### src/rtl/tdm_demux3.sv
// -----------------------------------------------------------------------------
// tdm_demux3
//
// Receiving end of the three-input select path. A registered 1-to-3
// demultiplexer that routes one data stream onto three channel registers
// u / v / w, in one of two modes:
//   - manual (tdm_en = 0): every valid beat goes to one channel, chosen by
//     s1 (highest priority) -> w, else s0 -> v, else u.
//   - TDM    (tdm_en = 1): beats arrive as frames u,v,w with in_sync on the
//     u beat. A HUNT/RUN framer with a slot counter collects u and v in
//     shadow registers and commits all three channels on the w beat.
//
// Handshake: in_valid qualifies a beat. There is no backpressure; a cycle
// with in_valid = 0 is a stall where framer state and shadows hold.
// out_stb / sync_err are one-cycle pulses that follow the edge which
// sampled the beat.
//
// Ports
//   clk       : clock, rising edge
//   rst       : synchronous active-high reset
//   tdm_en    : 1 = TDM frame mode, 0 = manual select mode
//   s0, s1    : manual channel select (s1 overrides s0)
//   in_valid  : input beat present
//   in_sync   : beat is slot 0 of a frame (TDM mode only)
//   in_data   : input beat
//   u, v, w   : channel registers
//   out_stb   : per-channel write strobe (bit0 = u, bit1 = v, bit2 = w)
//   locked    : framer is in RUN (doubles as the FSM state observation)
//   sync_err  : one-cycle pulse on a frame-alignment error
// -----------------------------------------------------------------------------
module tdm_demux3 #(
    parameter int WIDTH = 1
) (
    input  logic             clk,
    input  logic             rst,
    input  logic             tdm_en,
    input  logic             s0,
    input  logic             s1,
    input  logic             in_valid,
    input  logic             in_sync,
    input  logic [WIDTH-1:0] in_data,
    output logic [WIDTH-1:0] u,
    output logic [WIDTH-1:0] v,
    output logic [WIDTH-1:0] w,
    output logic [2:0]       out_stb,
    output logic             locked,
    output logic             sync_err
);

    localparam logic [0:0] ST_HUNT = 1'b0;
    localparam logic [0:0] ST_RUN  = 1'b1;

    localparam logic [1:0] SLOT_U = 2'd0;
    localparam logic [1:0] SLOT_V = 2'd1;
    localparam logic [1:0] SLOT_W = 2'd2;

    logic [0:0]       state;
    logic [0:0]       state_d;
    logic [1:0]       slot;
    logic [1:0]       slot_d;
    logic [WIDTH-1:0] shadow_u;
    logic [WIDTH-1:0] shadow_v;

    // Per-beat decisions made by the next-state logic.
    logic       load_su;   // capture in_data into shadow u
    logic       load_sv;   // capture in_data into shadow v
    logic       commit;    // write u/v/w from shadows + current beat
    logic       err;       // frame-alignment error on this beat
    logic [2:0] man_sel;   // one-hot manual channel select

    // locked is a direct view of the registered FSM state.
    assign locked = (state == ST_RUN);

    always_comb begin
        state_d = state;
        slot_d  = slot;
        load_su = 1'b0;
        load_sv = 1'b0;
        commit  = 1'b0;
        err     = 1'b0;
        man_sel = 3'b000;

        if (!tdm_en) begin
            // Manual mode parks the framer; a partial frame is dropped
            // silently when tdm_en falls mid-frame.
            state_d = ST_HUNT;
            slot_d  = SLOT_U;
            if (in_valid) begin
                if (s1)      man_sel = 3'b100;
                else if (s0) man_sel = 3'b010;
                else         man_sel = 3'b001;
            end
        end else if (in_valid) begin
            if (state == ST_HUNT) begin
                // Beats without sync are discarded until a frame start shows up.
                if (in_sync) begin
                    load_su = 1'b1;
                    state_d = ST_RUN;
                    slot_d  = SLOT_V;
                end
            end else begin
                case (slot)
                    SLOT_U: begin
                        if (in_sync) begin
                            load_su = 1'b1;
                            slot_d  = SLOT_V;
                        end else begin
                            // Lost alignment with no new frame start: re-hunt.
                            err     = 1'b1;
                            state_d = ST_HUNT;
                            slot_d  = SLOT_U;
                        end
                    end
                    SLOT_V, SLOT_W: begin
                        if (in_sync) begin
                            // Early frame start: drop the partial frame and
                            // treat this beat as the new slot 0.
                            err     = 1'b1;
                            load_su = 1'b1;
                            slot_d  = SLOT_V;
                        end else if (slot == SLOT_V) begin
                            load_sv = 1'b1;
                            slot_d  = SLOT_W;
                        end else begin
                            commit  = 1'b1;
                            slot_d  = SLOT_U;
                        end
                    end
                    default: begin
                        // Unreachable slot code: recover through HUNT.
                        state_d = ST_HUNT;
                        slot_d  = SLOT_U;
                    end
                endcase
            end
        end
    end

    always_ff @(posedge clk) begin
        if (rst) begin
            state    <= ST_HUNT;
            slot     <= SLOT_U;
            shadow_u <= '0;
            shadow_v <= '0;
            u        <= '0;
            v        <= '0;
            w        <= '0;
            out_stb  <= 3'b000;
            sync_err <= 1'b0;
        end else begin
            state    <= state_d;
            slot     <= slot_d;
            sync_err <= err;

            if (load_su) shadow_u <= in_data;
            if (load_sv) shadow_v <= in_data;

            if (commit) begin
                u       <= shadow_u;
                v       <= shadow_v;
                w       <= in_data;
                out_stb <= 3'b111;
            end else begin
                if (man_sel[0]) u <= in_data;
                if (man_sel[1]) v <= in_data;
                if (man_sel[2]) w <= in_data;
                out_stb <= man_sel;
            end
        end
    end

endmodule

### config.mk
export PLATFORM = sky130hd
export DESIGN_NAME = tdm_demux3
export DESIGN_NICKNAME = d
export VERILOG_FILES = /design/src/rtl/tdm_demux3.sv
export SDC_FILE = /design/constraint.sdc
export NUM_CORES = 1
export LEC_CHECK = 0
export ABC_AREA = 1
export BUFFER_PORTS_ARGS = -buffer_cell sky130_fd_sc_hd__buf_2
export CORE_UTILIZATION = 40
export DETAILED_ROUTE_END_ITERATION = 6
export PLACE_DENSITY = 0.65
export SLEW_MARGIN = 0
export SYNTH_ARGS = -nofsm -noshare
export SYNTH_HDL_FRONTEND = slang
export SYNTH_SLANG_ARGS = --single-unit
### constraint.sdc
create_clock -name clk -period 1.2 [get_ports clk]
set_input_delay 0.12 -clock clk [delete_from_list [all_inputs] [get_ports clk]]
set_output_delay 0.12 -clock clk [all_outputs]
set_load 0.005 [all_outputs]
# Word-level counts from Yosys, hierarchy flattened
# Index checks and enable logic that the tools add are counted.
dict set report totals {
  register_bits 12
  input_bits 8
  out_inout_bits 8
  elab_cells 62
}
dict set report classes {
  mux 38
  n_eq_ne 2
  reduce_logical 10
  n_bitwise 3
}
# cell count
set ops {}
lappend ops {{2-to-1 mux 1 bit} 26}
lappend ops {{2-to-1 mux 3 bit} 4}
lappend ops {{2-to-1 mux 2 bit} 5}
lappend ops {{nonzero test 2 bit} 4}
lappend ops {{case mux 1 bit (2 select lines)} 2}
lappend ops {{case mux 2 bit (2 select lines)} 1}
lappend ops {{OR reduction 2 bit} 2}
lappend ops {{OR reduction 4 bit} 1}
lappend ops {{inverter 1 bit} 3}
lappend ops {{OR reduction 3 bit} 1}
lappend ops {{== test 2 x 1 -> 1 bit, second input constant} 1}
lappend ops {{== test 2 bit, second input constant} 1}
lappend ops {{zero test 2 bit} 1}
lappend ops {{AND reduction 2 bit} 1}

# Logic depth before layout (Yosys ltp)
# Gate-level depths: netlist of the first run.
dict set report logic_depth {
  depth_word 8
  ltp_mapped 9
  mapped_depth_nobuf 9
}

# Worst setup path before layout of the first run
# No wires, ideal clock.
dict set report synth_timing {
  path_type {register -> register}
  from {register slot[0]}
  to {register u}
  required_time_ns 1.091
  setup_slack_ns -0.123
  path_buffers 0
  period_less_slack_ns 1.323
  t_arrival_ns 1.214
  setup_ns 0.109
  stages_incl_launch_ff 10
  cell_sequence {dfxtp_1 -> inv_1 -> ha_1 -> nand2_1 -> nor2_4 -> nand2_4 -> nand3_1 -> nand3_1 -> nand2_1 -> inv_1}
}
dict set report synth_via {
  elab_chain_cells 8
  word_cells_on_any_way 11
}
# item line_no
set synth_lines {}
lappend synth_lines {{start, declared} 59} ;# logic [1:0] slot;
lappend synth_lines {{start signal, assigned} 152} ;# slot <= slot_d;
lappend synth_lines {{== test 2 x 1 -> 1 bit} {102, 121}}
lappend synth_lines {{2-to-1 mux 1 bit} 121} ;# end else if (slot == SLOT_V) begin
lappend synth_lines {{2-to-1 mux 1 bit} 115} ;# if (in_sync) begin
lappend synth_lines {{2-to-1 mux 1 bit *} 102} ;# case (slot)
lappend synth_lines {{2-to-1 mux 1 bit *} 94} ;# if (state == ST_HUNT) begin
lappend synth_lines {{2-to-1 mux 1 bit *} 93} ;# end else if (in_valid) begin
lappend synth_lines {{2-to-1 mux 1 bit *} 83} ;# if (!tdm_en) begin
lappend synth_lines {{2-to-1 mux 1 bit / nonzero test 2 bit (equally long branches)} --}
lappend synth_lines {{end signal, assigned} 159} ;# u <= shadow_u;
lappend synth_lines {{end signal, assigned} 164} ;# if (man_sel[0]) u <= in_data;
lappend synth_lines {{end, declared} 42} ;# output logic [WIDTH-1:0] u,
# Every way passes the cells marked *; elsewhere a longest branch is shown, timed or not.
# A chain may end at the register's enable or synchronous reset.

# Worst setup path after layout of the first run
# Same ends and word-level chain as after synthesis.

==> metrics, run 1 <==
clk_lat worst skew 0.27 ns; most frequent cells in the layout 15 x buf_2, 13 x inv_1, 10 x dfxtp_1, 8 x nand3_1; via count 617; Mapped Avg Cell Area 7.36 µm²; Slew Limit Fails 0; Slew @ Worst Pin 0.266 ns; max_cap viols 0; GRT Overall Usage 16.8%; routed wl met3 53 µm; post-synth top area share 39.3%; FMAX 787 MHz; Crit-path slowest cell dfxtp_2; die width 41.1 µm; global placer's final weighted congestion 0.895; P per Cell Area 896 nW/µm²; Synth area leader dfxtp_1; routed wire length 1450 µm; Worst path max stage delay 0.35 ns; final worst-path cycle share 106%; Initial Util 44.7%; WHS 0.0746 ns; CP endpoint kind flip-flop; relative slew slack 82.1%; Static Leakage 0.451 nW; vias in the first global route 438; I/O pin count 16; layout cells sized above 1 45.4%; Setup-failing EPs final 5; Seq/Total Area, Yosys 39.3%; post-route minimum period 1.27 ns; Filler cells 118; commonest non-fill, non-tap cell in the layout buf_2; port bufs 15; Net count, final 122; Critical Path AT 1.44 ns; met2 wire length 692 µm; ANT cells 0; Routed wire per std cell 11.8 µm; final hold violations 0; H-Tree Depth 1; Post-DRT Antenna Nets 0; Peak VDD IR 401 µV; outcome finished, violations left; Post-Syn Instances 83; initial DRC count 24; CTS tree done; grt total ovfl 0; first-pass iteration count of the detailed router 4; Remaining DRCs 0; Synth-to-Final Area Change 39.8%; number of synthesis warnings 0; clock sinks 12; total power 0.000765 W; DR top layer met4; ranking of synthesized cells by area dfxtp_1 39%, nand3_1 12%, inv_1 9.8%, ha_1 8.2%, a21oi_1 7.4%; die area 1690 µm²; Longest Clk Path Bufs 2; pin count of the biggest net entering global routing 9; post-route setup slack -0.0702 ns; final setup skew 0.00429 ns; RSZ-0062 raised after global routing true; hold crit path type in2reg; dpl hpwl 1050 µm; worst-path maximum fanout 8; FF+latch count, synth 12; CP required 1.37 ns; first-pass GRT wire length 1800 µm; metal1 wirelength 693 µm; Die Y 41.1 µm; FP Rows 13; type of origin of the critical path flip-flop; vias per cell 5.02; CP cell instances inv_2, ha_4, nand2_4, nor2_4, nand2_4, nand3_2, nand3_2, nand2_1, inv_1; Post-Syn Nets 95; crit path buf inv count 2; Sequential Area 243 µm²; initial antenna violation count 0; Worst path top cell family by delay simple AND/OR/NAND/NOR gates; Core Box Area 1370 µm²; total CTS buffers 3; Netlist cell types 17; area taken by multi-input logic gates 378 µm²; worst setup path class reg2reg; Reg clk slew, reported paths 0.07 ns; Post-Syn Area 611 µm²; failing checks negative setup slack; clk root buf clkbuf_4
## synth_stat cells
cell	instances
a21oi_1	9
a21oi_2	1
dfxtp_1	12
ha_1	4
inv_1	16
inv_2	1
nand2_1	9
nand2_2	1
nand2_4	1
nand3_1	15
nand4_1	2
nor2_1	4
nor2_4	1
nor3_1	1
o21ai_0	4
o21ai_1	1
o31ai_1	1
## registers in the layout, summed over array words and instances (netlist names)
name      cells
locked        1
shadow_v      1
sync_err      1
w             1
shadow_u      1
out_stb       3
u             1
slot          2
v             1
## repair_timing
item / CTS / global route
setup buffers: 2 / 0
pin swaps: 4 / 2
hold buffers: 0 / 0
endpoints found under the setup margin: 5 / 9
gates resized for setup: 8 / 6
## logic make-up after synthesis
kind of cell	after synthesis	synth area share, %
simple gates	34	27.9
buf+inv	17	10.5
compound gates	16	14.1
fa+ha+maj	4	8.20
flops	12	39.3
## stage by stage
stage	instance area (µm²)	utilization [%]	TNS [ns]	setup WS, ns	instances
2_1_floorplan	631	-	-0.0847	-0.0440	83
3_3_place_gp	762	55.8	-0.203	-0.0640	118
3_5_place_dp	762	55.8	-0.338	-0.102	118
4_1_cts	835	61.1	-0.208	-0.0539	123
5_1_grt	853	62.5	-0.635	-0.143	123
6_report	853	62.5	-0.222	-0.0702	123
## area by class of cell
type / count / area share (%)
clock buffer: 3 / 2.64
inverter: 17 / 7.48
multi-input combinational: 54 / 44.3
sequential: 12 / 28.4
tap: 15 / 2.20
timing repair buffer: 22 / 15.0
## final timing paths
check	start	to	slack, ns	depth (start not counted)
worst min-delay path	rst	w$_SDFFE_PP0P_	0.07	2
worst min register to register	shadow_u$_SDFFE_PP0P_	shadow_u$_SDFFE_PP0P_	0.45	2
worst max-delay path	slot[0]$_SDFFE_PP0P_	u$_SDFFE_PP0P_	-0.07	9
worst max register to register	slot[0]$_SDFFE_PP0P_	u$_SDFFE_PP0P_	-0.07	9
## worst reg2reg max path, cell delays in order (launching register included)
cell     delay, ns
dfxtp_2       0.35
inv_2         0.05
ha_4          0.28
nand2_4       0.05
nor2_4        0.11
nand2_4       0.10
nand3_2       0.08
nand3_2       0.08
nand2_1       0.06
inv_1         0.03
## where the power goes
group,internal [W],switching (W)
clock,0.000116,0.000127
combinational,0.0000443,0.0000655
sequential,0.000407,0.00000509
## metal layers
layer,track usage (%),up-vias
met5,0,-
met2,26.2,16
met3,4.89,2
met4,5.00,0
li1,-,325
met1,22.1,274
(Power assumes the default switching activity.)
==> run 2, diff against run 1 <==
- CORE_ASPECT_RATIO: not set -> 1.1
==> metrics, run 2 (synthesis results as in run 1) <==
commonest non-fill, non-tap cell in the layout buf_2; Area after DPL 741 µm² (-2.8%); initial antenna violation count 0 (unchanged); number of flip-flops in the largest register 3 (unchanged); Core Box Area 1400 µm² (+2.6%); RSZ-0062 raised after global routing true; Static Leakage 0.438 nW (-2.9%); grt total ovfl 0 (unchanged); Slew Limit Fails 0 (unchanged); Reg clk slew, reported paths 0.07 ns (about the same); final worst-path cycle share 109% (+2.9 points); pin count of the biggest net entering global routing 10 (+1); Initial Util 43.6% (-1.1 points); layout cells sized above 1 39.3% (-6.1 points); Longest Clk Path Bufs 2 (unchanged); CP cell instances inv_2, ha_4, nand2_4, nor2_4, buf_4, nand2_2, a21oi_1; H-Tree Depth 1 (unchanged); clk_lat worst skew 0.27 ns (about the same); Setup-failing EPs final 6 (+1); port bufs 15 (unchanged); Crit-path slowest cell dfxtp_2; global placer's final weighted congestion 0.815 (-9.0%); post-placement setup slack -0.0794 ns (+0.0224 ns); clock sinks 12 (unchanged); failing checks negative setup slack; final setup skew 0.00422 ns (-0.0000654 ns); P per Cell Area 906 nW/µm² (+1.0%); Final Cell Area 832 µm² (-2.5%); Synth-to-Final Area Change 36.3%; Critical Path AT 1.50 ns (+0.06 ns); ANT cells 0 (unchanged); first-pass iteration count of the detailed router 5 (+1); vias per cell 4.97 (-0.97%); Post-DRT Antenna Nets 0 (unchanged); die width 39.3 µm (-4.4%); CP required 1.39 ns (+0.02 ns); first-pass GRT wire length 2020 µm (+12%); vias in the first global route 489 (+12%); GRT Overall Usage 17.8% (+0.98 points); CP endpoint kind flip-flop; most frequent cells in the layout 15 x buf_2, 14 x inv_1, 10 x dfxtp_1, 9 x nand3_1, 9 x a21oi_1; R2R setup slack -0.11 ns (-0.04 ns); Die Y 43.0 µm (+4.6%); max_cap viols 0 (unchanged); final hold violations 0 (unchanged); post-route minimum period 1.31 ns (+0.0350 ns); clk root buf clkbuf_4; hold crit path type in2reg; Remaining DRCs 0 (unchanged); post-route setup slack -0.105 ns (-0.0350 ns); I/O pin count 16 (unchanged); via count 611 (-0.97%); FP Rows 14 (+1); type of origin of the critical path flip-flop; placed cells 116 (-1.7%); WHS 0.0780 ns (+0.00338 ns); worst-path maximum fanout 4 (-4); Largest regs out_stb (3), slot (2); CTS tree done; dpl hpwl 979 µm (-6.4%); Peak VDD IR 654 µV (+63%); total CTS buffers 3 (unchanged); die area 1690 µm² (about the same); hold_buf cts 0 (unchanged); outcome finished, violations left; initial DRC count 15 (-38%); relative slew slack 84.6% (+2.5 points); Net count, final 121 (-0.82%); final std cells w/o fill 123 (unchanged); largest reg by FF count out_stb; FMAX 766 MHz (-2.7%); Slew @ Worst Pin 0.228 ns (-0.0374 ns); routed wire length 1420 µm (-2.1%); Routed wire per std cell 11.5 µm (-2.1%); worst setup path class reg2reg; Worst path max stage delay 0.34 ns (about the same)
## run 2: power breakdown
part           switching (W)  leakage [nW]  internal (W)
clock               0.000126        0.0138      0.000116
combinational      0.0000614         0.326     0.0000373
sequential        0.00000531        0.0982      0.000407
## run 2: path summary, 6_finish.rpt
path / to / cells past startpoint / start
max: out_stb[2]$_SDFF_PP0_ / 7 / slot[0]$_SDFFE_PP0P_
min: w$_SDFFE_PP0P_ / 2 / rst
max reg2reg: out_stb[2]$_SDFF_PP0_ / 7 / slot[0]$_SDFFE_PP0P_
min reg2reg: shadow_u$_SDFFE_PP0P_ / 2 / shadow_u$_SDFFE_PP0P_
## run 2: layer usage
layer  up-vias  track usage (%)  routed length, µm
met3         0             9.42                 76
met5         -                0                  0
met2        20             27.7                705
li1        323                -                  -
met1       268             20.3                634
met4         0             6.21                  0
## run 2: metrics by stage
step / utilization, % / TNS [ns] / power, W
2_1_floorplan: - / -0.0847 / 0.000469
3_3_place_gp: 52.9 / -0.146 / 0.000510
3_5_place_dp: 52.9 / -0.181 / 0.000510
4_1_cts: 55.9 / -0.151 / 0.000752
5_1_grt: 59.4 / -0.870 / 0.000795
6_report: 59.4 / -0.400 / 0.000754
## run 2: layout make-up
| class | count | area [µm²] |
|---|---|---|
| Tap cell | 16 | 20.0 |
| Timing Repair Buffer | 20 | 113 |
| Clock buffer | 3 | 22.5 |
| Fill cell | 141 | 569 |
| Sequential cell | 12 | 243 |
| Inverter | 17 | 63.8 |
| Multi-Input combinational cell | 55 | 370 |
## run 2: what timing repair did
action	CTS	global route
gates resized for setup	1	8
endpoints found under the setup margin	4	6
pin swaps	1	1
hold endpoints to repair	0	0
cloned	0	1
setup buffers	2	1
## run 2: worst max-delay path, delay by kind of cell (launching register included)
kind,cells,cell delay (ns)
fa+ha+maj,1,0.27
buf+inv,2,0.19
compound gates,1,0.18
simple gates,3,0.25
flops,1,0.34
